===== src/rtl/fifo_wr_skid_if.sv =====
// Write-side bundle: producer valid/ready stream plus the FIFO write port.
// Handshake: a word transfers on a posedge where in_valid=1 and in_ready=1; in_data is only meaningful with in_valid.
interface fifo_wr_skid_if #(
    parameter int DATA_WIDTH = 8,
    parameter int ADDR_WIDTH = 5
);
    logic                  in_valid;
    logic [DATA_WIDTH-1:0] in_data;
    logic                  in_ready;
    logic                  wen;
    logic [DATA_WIDTH-1:0] wdata;
    logic                  full;
    logic [ADDR_WIDTH-1:0] fifo_count;

    // master: producer and FIFO side; slave: the skid block
    modport master (
        output in_valid, in_data, full, fifo_count,
        input  in_ready, wen, wdata
    );

    modport slave (
        input  in_valid, in_data, full, fifo_count,
        output in_ready, wen, wdata
    );
endinterface


===== src/rtl/fifo_wr_skid.sv =====
// Two-entry skid buffer in front of a FIFO write port; in_ready is registered so
// FIFO full never reaches the producer combinationally.
module fifo_wr_skid #(
    parameter int DATA_WIDTH = 8,
    parameter int FIFO_DEPTH = 32,
    parameter int ADDR_WIDTH = $clog2(FIFO_DEPTH)
) (
    input  logic          clk,
    input  logic          rst,
    fifo_wr_skid_if.slave bus,
    output logic [1:0]    level,
    output logic [31:0]   wr_total
);
    typedef enum logic [1:0] {
        EMPTY = 2'd0,
        ONE   = 2'd1,
        TWO   = 2'd2
    } state_t;

    state_t                state;
    logic                  ready_q;
    logic [DATA_WIDTH-1:0] main_data;
    logic [DATA_WIDTH-1:0] skid_data;
    logic                  accept;
    logic                  drain;
    logic [ADDR_WIDTH-1:0] unused_count;

    assign accept       = bus.in_valid & ready_q;
    assign drain        = bus.wen;
    assign bus.wen      = (state != EMPTY) & ~bus.full;
    assign bus.wdata    = main_data;
    assign bus.in_ready = ready_q;
    assign level        = state;
    assign unused_count = bus.fifo_count;

    // main_data is always the head word; skid_data only holds the second word in TWO
    always_ff @(posedge clk or posedge rst) begin
        if (rst) begin
            state     <= EMPTY;
            ready_q   <= 1'b0;
            main_data <= '0;
            skid_data <= '0;
        end else begin
            case (state)
                EMPTY: begin
                    ready_q <= 1'b1;
                    if (accept) begin
                        state     <= ONE;
                        main_data <= bus.in_data;
                    end
                end
                ONE: begin
                    ready_q <= 1'b1;
                    if (accept && drain) begin
                        main_data <= bus.in_data;
                    end else if (accept) begin
                        state     <= TWO;
                        skid_data <= bus.in_data;
                        ready_q   <= 1'b0;
                    end else if (drain) begin
                        state <= EMPTY;
                    end
                end
                TWO: begin
                    if (drain) begin
                        state     <= ONE;
                        main_data <= skid_data;
                        ready_q   <= 1'b1;
                    end else begin
                        ready_q <= 1'b0;
                    end
                end
                default: begin
                    state   <= EMPTY;
                    ready_q <= 1'b1;
                end
            endcase
        end
    end

    always_ff @(posedge clk or posedge rst) begin
        if (rst) begin
            wr_total <= 32'd0;
        end else if (bus.wen) begin
            wr_total <= wr_total + 32'd1;
        end
    end
endmodule


===== src/flat_wrapper.sv =====
// flat-port wrapper written by rule: the top's interface ports become plain ports
module fifo_wr_skid_flat 
#(
    parameter int DATA_WIDTH = 8,
    parameter int FIFO_DEPTH = 32,
    parameter int ADDR_WIDTH = $clog2(FIFO_DEPTH)
)
  (clk, rst, level, wr_total, bus_in_valid, bus_in_data, bus_full, bus_fifo_count, bus_in_ready, bus_wen, bus_wdata);
  fifo_wr_skid_if #(.DATA_WIDTH(DATA_WIDTH), .ADDR_WIDTH(ADDR_WIDTH)) bus_i ();
  input  logic clk;
  input  logic rst;
  output logic [1:0] level;
  output logic [31:0] wr_total;
  input wire logic [$bits(bus_i.in_valid)-1:0] bus_in_valid;
  input wire logic [$bits(bus_i.in_data)-1:0] bus_in_data;
  input wire logic [$bits(bus_i.full)-1:0] bus_full;
  input wire logic [$bits(bus_i.fifo_count)-1:0] bus_fifo_count;
  output wire logic [$bits(bus_i.in_ready)-1:0] bus_in_ready;
  output wire logic [$bits(bus_i.wen)-1:0] bus_wen;
  output wire logic [$bits(bus_i.wdata)-1:0] bus_wdata;
  assign bus_i.in_valid = bus_in_valid;
  assign bus_i.in_data = bus_in_data;
  assign bus_i.full = bus_full;
  assign bus_i.fifo_count = bus_fifo_count;
  assign bus_in_ready = bus_i.in_ready;
  assign bus_wen = bus_i.wen;
  assign bus_wdata = bus_i.wdata;
  fifo_wr_skid #(.DATA_WIDTH(DATA_WIDTH), .FIFO_DEPTH(FIFO_DEPTH), .ADDR_WIDTH(ADDR_WIDTH)) u_core (.clk(clk), .rst(rst), .bus(bus_i), .level(level), .wr_total(wr_total));
endmodule

===== config.mk =====
export PLATFORM = sky130hd
export DESIGN_NAME = fifo_wr_skid_flat
export DESIGN_NICKNAME = d
export VERILOG_FILES = /design/src/rtl/fifo_wr_skid_if.sv /design/src/rtl/fifo_wr_skid.sv /design/src/flat_wrapper.sv
export SDC_FILE = /design/constraint.sdc
export NUM_CORES = 1
export LEC_CHECK = 0
export BUFFER_PORTS_ARGS = -buffer_cell sky130_fd_sc_hd__buf_2
export CAP_MARGIN = 15
export CORE_ASPECT_RATIO = 1.25
export CORE_UTILIZATION = 45
export DETAILED_ROUTE_END_ITERATION = 8
export PLACE_DENSITY = 0.7
export SYNTH_ARGS = -nofsm -noshare
export SYNTH_HDL_FRONTEND = slang
export SYNTH_SLANG_ARGS = --single-unit

===== constraint.sdc =====
create_clock -name clk -period 5.2 [get_ports clk]
set_clock_uncertainty 0.1 [all_clocks]
set_input_delay 1.3 -clock clk [delete_from_list [all_inputs] [get_ports clk]]
set_output_delay 1.3 -clock clk [all_outputs]
set_load 0.01 [all_outputs]

==> out/metrics.cfg, run 1 <==
[routing]
drt_iter0_markers = 49
vias_per_cell = 5.23
ant_nets = 0
drt-total-wl_mm = 4.27
wl_per_cell_microns = 13.0
num_vias = 1716
drc = 0
first_pass_iters = 4

[sta]
tns_ns = 0
clock.fmax_mhz = 302
setup_violations = 0
hold_slack_ns = 0.370
slew_violations = 0
min_period_ns = 3.31
fin_crit_sh = 0.637
rsz0062_at_grt = false
setup_slack_ns = 1.89
worst_pin_slew_ns = 0.830
slew_headroom = 0.446
finalHoldViolCount = 0

[synth]
synthFlopType = dfrtp_1
netlist-cell-type-count = 32
synthArstFlopShare = 1.00
yosysMostFrequentCell = dfrtp_1
synth-seq-area-share = 0.544
synth_area_sq_um = 2350
synth_area_leaders = dfrtp_1, xnor2_1, mux2_2, ha_1, nor2_1
ys_ff_latch = 51
synth_cells = 205
synth.avg_cell_area_sq_um = 11.4
synth.largest_area_cell = dfrtp_1
synth_edf_count = 0
syn_nets = 229
synth_common_cells = dfrtp_1, nor2_1, xnor2_1
ys_warn_count = 0
synth_top_area_share = 0.544

[cts]
htreeDepth = 2
cts_buffers = 5
cts_tree = built
clkTransAtPathRegs_ns = 0.09
holdBufCountCts = 0
clock-sinks = 51
ctsLongestPathBuffers = 2
cts_resized = 0
root_buffer = clkbuf_8
insertion_delay_ns = 0.29
postCtsSetupBuffers = 0

[layout]
fin_nets = 290
syn2layout_area_growth_pct = 20.0
multi_input_area_sq_um = 1040
n_antenna_cell = 0
fin_cells = 328
drive_above_1_share = 0.301
fillCellCount = 465
design_area_sq_um = 2820
seqCellArea_sq_um = 1280

[setup_path]
endpoint_kind = output pin
crit_arrival_ns = 1.91
critical_path_class = input pin to output pin
cp_data_required_time_ns = 3.80
worstSetupStartpointType = input pin
reg2reg_setup_slack_ns = 2.85
crit_fanout = 7

[floorplan]
die-area_sq_um = 5510
io_pins = 61
core-area_sq_um = 5040
num_rows = 29
die_height_microns = 82.7
initial_core_util = 0.465
die_w_microns = 66.6

[run]
max-cap-violations = 0

[place]
gp_congestion = 0.718
hpwl_mm = 3.04
preCtsSetupSlack_ns = 1.89
dp.cells = 319
dpl_cell_area_sq_um = 2690
port_buffers = 55

[global_routing]
grt_max_degree = 52
grt_pass1_vias = 1628
grt_antenna_before_repair = 0
grt_pass1_wl_mm = 7.11
grtUsageTotal = 0.169
overflow = 0

[pwr]
ir_drop_mv = 0.316
leakagePower_nw = 1.38
power_density_nw_per_um2 = 454

[status]
status = complete, no violations

[hold_path]
hp-class = register to register

==> worst paths after layout <==
check / from / depth (start not counted) / endpoint
worst min register to register: u_core.wr_total[31]$_DFFE_PP0P_ / 1 / u_core.wr_total[31]$_DFFE_PP0P_
worst max-delay path: bus_full / 3 / bus_wen
min in group asynchronous: rst / 2 / u_core.skid_data[2]$_DFFE_PP0P_
max in group asynchronous: rst / 3 / u_core.wr_total[22]$_DFFE_PP0P_
worst max register to register: u_core.level[1]$_DFFE_PP0P_ / 7 / u_core.wr_total[27]$_DFFE_PP0P_
worst min-delay path: u_core.wr_total[31]$_DFFE_PP0P_ / 1 / u_core.wr_total[31]$_DFFE_PP0P_
==> power by group <==
part	leakage (nW)	total, mW	internal [mW]	switching [mW]
clock network	0.0513	0.263	0.141	0.122
registers	0.645	0.569	0.497	0.0721
logic	0.687	0.448	0.203	0.245
==> layout make-up <==
class | count | area share
sequential | 51 | 0.453
multi-input combinational | 146 | 0.368
timing repair buffer | 57 | 0.108
tap | 62 | 0.0276
clock buffer | 6 | 0.0258
clock inverter | 1 | 0.0107
inverter | 5 | 0.00667
==> critical path, cell delays in order <==
cell    delay (ns)
buf_2         0.14
nor2_2        0.28
buf_2         0.19
==> flip-flops by register name, summed over array words and instances, names as in the netlist <==
register             flops
u_core.bus.in_ready      1
u_core.level             2
u_core.wr_total         32
u_core.bus.wdata         8
u_core.skid_data         8
==> cells by family (layout without fill, tap and decap cells) <==
logic type               Yosys count  in the layout  share of synthesized area
buffers and inverters              8             69                     0.0139
flip-flops                        51             51                      0.544
AO/OA/AOI/OAI                     19             19                     0.0480
multiplexers                      17             17                     0.0773
XOR/XNOR                          31             31                      0.119
AND/OR/NAND/NOR                   72             72                      0.161
adder cells (fa/ha/maj)            7              7                     0.0373
==> cell usage in the layout (no fill, tap or decap), types with 2 or more instances in the layout <==
cell and count:
nand2_1 14, and3_1 5, xnor2_1 22, dfrtp_1 51, mux2i_1 8, a21oi_1 13
xor2_1 8, buf_2 55, nand3_1 11, mux2_2 9, nor3_1 2, ha_1 7
nor2_1 22, nand4_1 9, clkbuf_8 5, inv_1 4
==> routing by layer <==
| layer | GRT usage | up-vias | wire [microns] |
|---|---|---|---|
| li1 | - | 826 | - |
| met1 | 0.197 | 842 | 1880 |
| met2 | 0.296 | 43 | 2090 |
| met3 | 0.0522 | 5 | 258 |
| met4 | 0.0511 | 0 | 45 |
| met5 | 0 | - | 0 |
==> metrics by stage <==
step	total power, mW	utilization
4_1_cts	1.28	0.553
3_3_place_gp	1.00	0.532
2_1_floorplan	0.882	-
3_5_place_dp	1.02	0.532
5_1_grt	1.37	0.558
6_report	1.28	0.558
Power figures use the tool's default switching activity.
==> inputs of run 2 (changes only) <==
--- a/config.mk
+++ b/config.mk
@@ -10,7 +10,7 @@
 export CORE_ASPECT_RATIO = 1.25
 export CORE_UTILIZATION = 45
 export DETAILED_ROUTE_END_ITERATION = 8
-export PLACE_DENSITY = 0.7
+export PLACE_DENSITY = 0.72
 export SYNTH_ARGS = -nofsm -noshare
 export SYNTH_HDL_FRONTEND = slang
 export SYNTH_SLANG_ARGS = --single-unit
==> constraint.sdc (replaced) <==
create_clock -name clk -period 2.9 [get_ports clk]
set_clock_uncertainty 0.1 [all_clocks]
set_input_delay 0.725 -clock clk [delete_from_list [all_inputs] [get_ports clk]]
set_output_delay 0.725 -clock clk [all_outputs]
set_load 0.01 [all_outputs]
==> out/metrics.cfg, run 2 (synthesis gave the netlist of run 1 again) <==
[floorplan]
die_w_microns = 66.6  ; unchanged
initial_core_util = 0.465  ; unchanged
num_rows = 29  ; unchanged
core-area_sq_um = 5040  ; unchanged
io_pins = 61  ; unchanged
die_height_microns = 82.7  ; unchanged
die-area_sq_um = 5510  ; unchanged

[routing]
ant_nets = 0  ; unchanged
drt_iter0_markers = 75  ; +53%
first_pass_iters = 4  ; unchanged
drt-total-wl_mm = 4.38  ; +2.7%
wl_per_cell_microns = 13.3  ; +2.0%
num_vias = 1689  ; -1.6%
drc = 0  ; unchanged
vias_per_cell = 5.12  ; -2.2%

[layout]
drive_above_1_share = 0.306  ; +0.00522
fin_cells = 330  ; +0.61%
design_area_sq_um = 2810  ; -0.36%
fin_nets = 291  ; +0.34%
fillCellCount = 464  ; -0.22%
n_antenna_cell = 0  ; unchanged
largest_register_ffs = 32  ; unchanged
largest-register = u_core.wr_total
layout_commonest_cell = buf_2
syn2layout_area_growth_pct = 19.6
final_cell_mix = buf_2, dfrtp_1, xnor2_1, nor2_1, nand2_1

[status]
status = complete, no violations

[global_routing]
grtUsageTotal = 0.174  ; +0.00468
grt_pass1_wl_mm = 7.15  ; +0.58%
overflow = 0  ; unchanged
grt_max_degree = 29  ; -44%
grt_pass1_vias = 1586  ; -2.6%
grt_antenna_before_repair = 0  ; unchanged

[place]
gp_congestion = 0.703  ; -2.1%
hpwl_mm = 3.17  ; +4.3%
dp.cells = 322  ; +0.94%
port_buffers = 55  ; unchanged
dpl_cell_area_sq_um = 2720  ; +1.3%

[pwr]
ir_drop_mv = 0.595  ; +88%
clkPwrFrac = 0.178  ; -0.027
leakagePower_nw = 1.38  ; -0.42%
combPwrFrac = 0.364  ; +0.014
switching_power_uw = 804  ; +83%
p_seq_frac = 0.458  ; +0.013
switching_share = 0.360  ; +0.0170
p_int_mw = 1.43  ; +70%
power_density_nw_per_um2 = 796  ; +75%

[setup_path]
crit_arrival_ns = 1.63  ; -0.28 ns
crit_path_start = u_core.level[0]$_DFFE_PP0P_
critical_path_class = register to output pin
rr_endpoint = u_core.wr_total[25]$_DFFE_PP0P_
worstSetupStartpointType = register
cp_data_required_time_ns = 2.08  ; -1.72 ns
worst_r2r_path_depth = 7  ; unchanged
cp_slowest_cell = dfrtp_1
max_stage_delay_ns = 0.44  ; +0.16 ns
path_cells = inv_1 -> ha_1 -> nor2_2 -> buf_2
crit_fanout = 7  ; unchanged
endpoint_kind = output pin
reg2reg_setup_slack_ns = 0.52  ; -2.33 ns
r2r_start = u_core.level[0]$_DFFE_PP0P_

[cts]
clkTransAtPathRegs_ns = 0.09  ; about the same
ctsLongestPathBuffers = 2  ; unchanged
postCtsSetupBuffers = 0  ; unchanged
htreeDepth = 2  ; unchanged
cts_tree = built
clock-sinks = 51  ; unchanged
insertion_delay_ns = 0.30  ; about the same
cts_resized = 0  ; unchanged
root_buffer = clkbuf_8
holdBufCountCts = 0  ; unchanged
cts_buffers = 5  ; unchanged

[run]
max-cap-violations = 0  ; unchanged

[sta]
clock.fmax_mhz = 407
setup_violations = 0  ; unchanged
worst_pin_slew_ns = 0.685  ; -0.145 ns
finalHoldViolCount = 0  ; unchanged
fin_crit_sh = 0.847
min_period_ns = 2.46
slew_violations = 0  ; unchanged
rsz0062_at_grt = false
hold_slack_ns = 0.348  ; -0.0221 ns
tns_ns = 0  ; unchanged
slew_headroom = 0.544  ; +0.0973

[hold_path]
hp-class = input pin to asynchronous set/reset pin

run 2: changes by cell type in the layout (fill, tap and decap cells not counted), sizes merged:
cell	previous run	this run
buf	57	58
bufinv	1	0
clkinv	0	1
clkinvlp	0	1
run 2: layout make-up:
type                       instances  area, sq um  share of cell area
tap                               62         77.6              0.0277
multi-input combinational        146         1040               0.370
clock inverter                     2         12.5             0.00446
sequential                        51         1280               0.455
inverter                           5         18.8             0.00669
timing repair buffer              58          310               0.111
clock buffer                       6         72.6              0.0259
run 2: stage by stage:
step | setup slack [ns] | util | total power [mW]
2_1_floorplan | 0.732 | - | 1.58
3_3_place_gp | 0.485 | 0.539 | 1.82
3_5_place_dp | 0.490 | 0.539 | 1.86
4_1_cts | 0.443 | 0.556 | 2.26
5_1_grt | 0.307 | 0.556 | 2.40
6_report | 0.442 | 0.556 | 2.23
run 2: worst max-delay path by stage:
stage	to	cells past startpoint
2_1_floorplan	u_core.wr_total[12]$_DFFE_PP0P_	7
3_3_place_gp	u_core.wr_total[27]$_DFFE_PP0P_	6
3_5_place_dp	u_core.wr_total[27]$_DFFE_PP0P_	6
4_1_cts	bus_wen	4
5_1_grt	u_core.wr_total[31]$_DFFE_PP0P_	7
6_report	bus_wen	4
run 2: worst max-delay path: cells and delay by family (launching register included):
kind,cells,cell delay (ns)
DFF,1,0.44
adders and majority gates,1,0.29
and+or+nand+nor,1,0.28
buffers and inverters,2,0.32
run 2: layer usage:
| layer | routed length, microns | part of all wire | vias up | global-route usage |
|---|---|---|---|---|
| li1 | - | - | 828 | - |
| met1 | 1890 | 0.43 | 814 | 0.209 |
| met2 | 2210 | 0.50 | 42 | 0.294 |
| met3 | 212 | 0.048 | 5 | 0.0453 |
| met4 | 68 | 0.016 | 0 | 0.0702 |
| met5 | 0 | 0 | - | 0 |
run 2: power groups by stage:
stage          registers, mW  logic [mW]  clock network [mW]
4_1_cts                 1.02       0.824               0.415
3_3_place_gp            1.03       0.799                   0
6_report                1.02       0.813               0.398
3_5_place_dp            1.03       0.822                   0
2_1_floorplan           1.07       0.512                   0
5_1_grt                 1.05       0.908               0.437
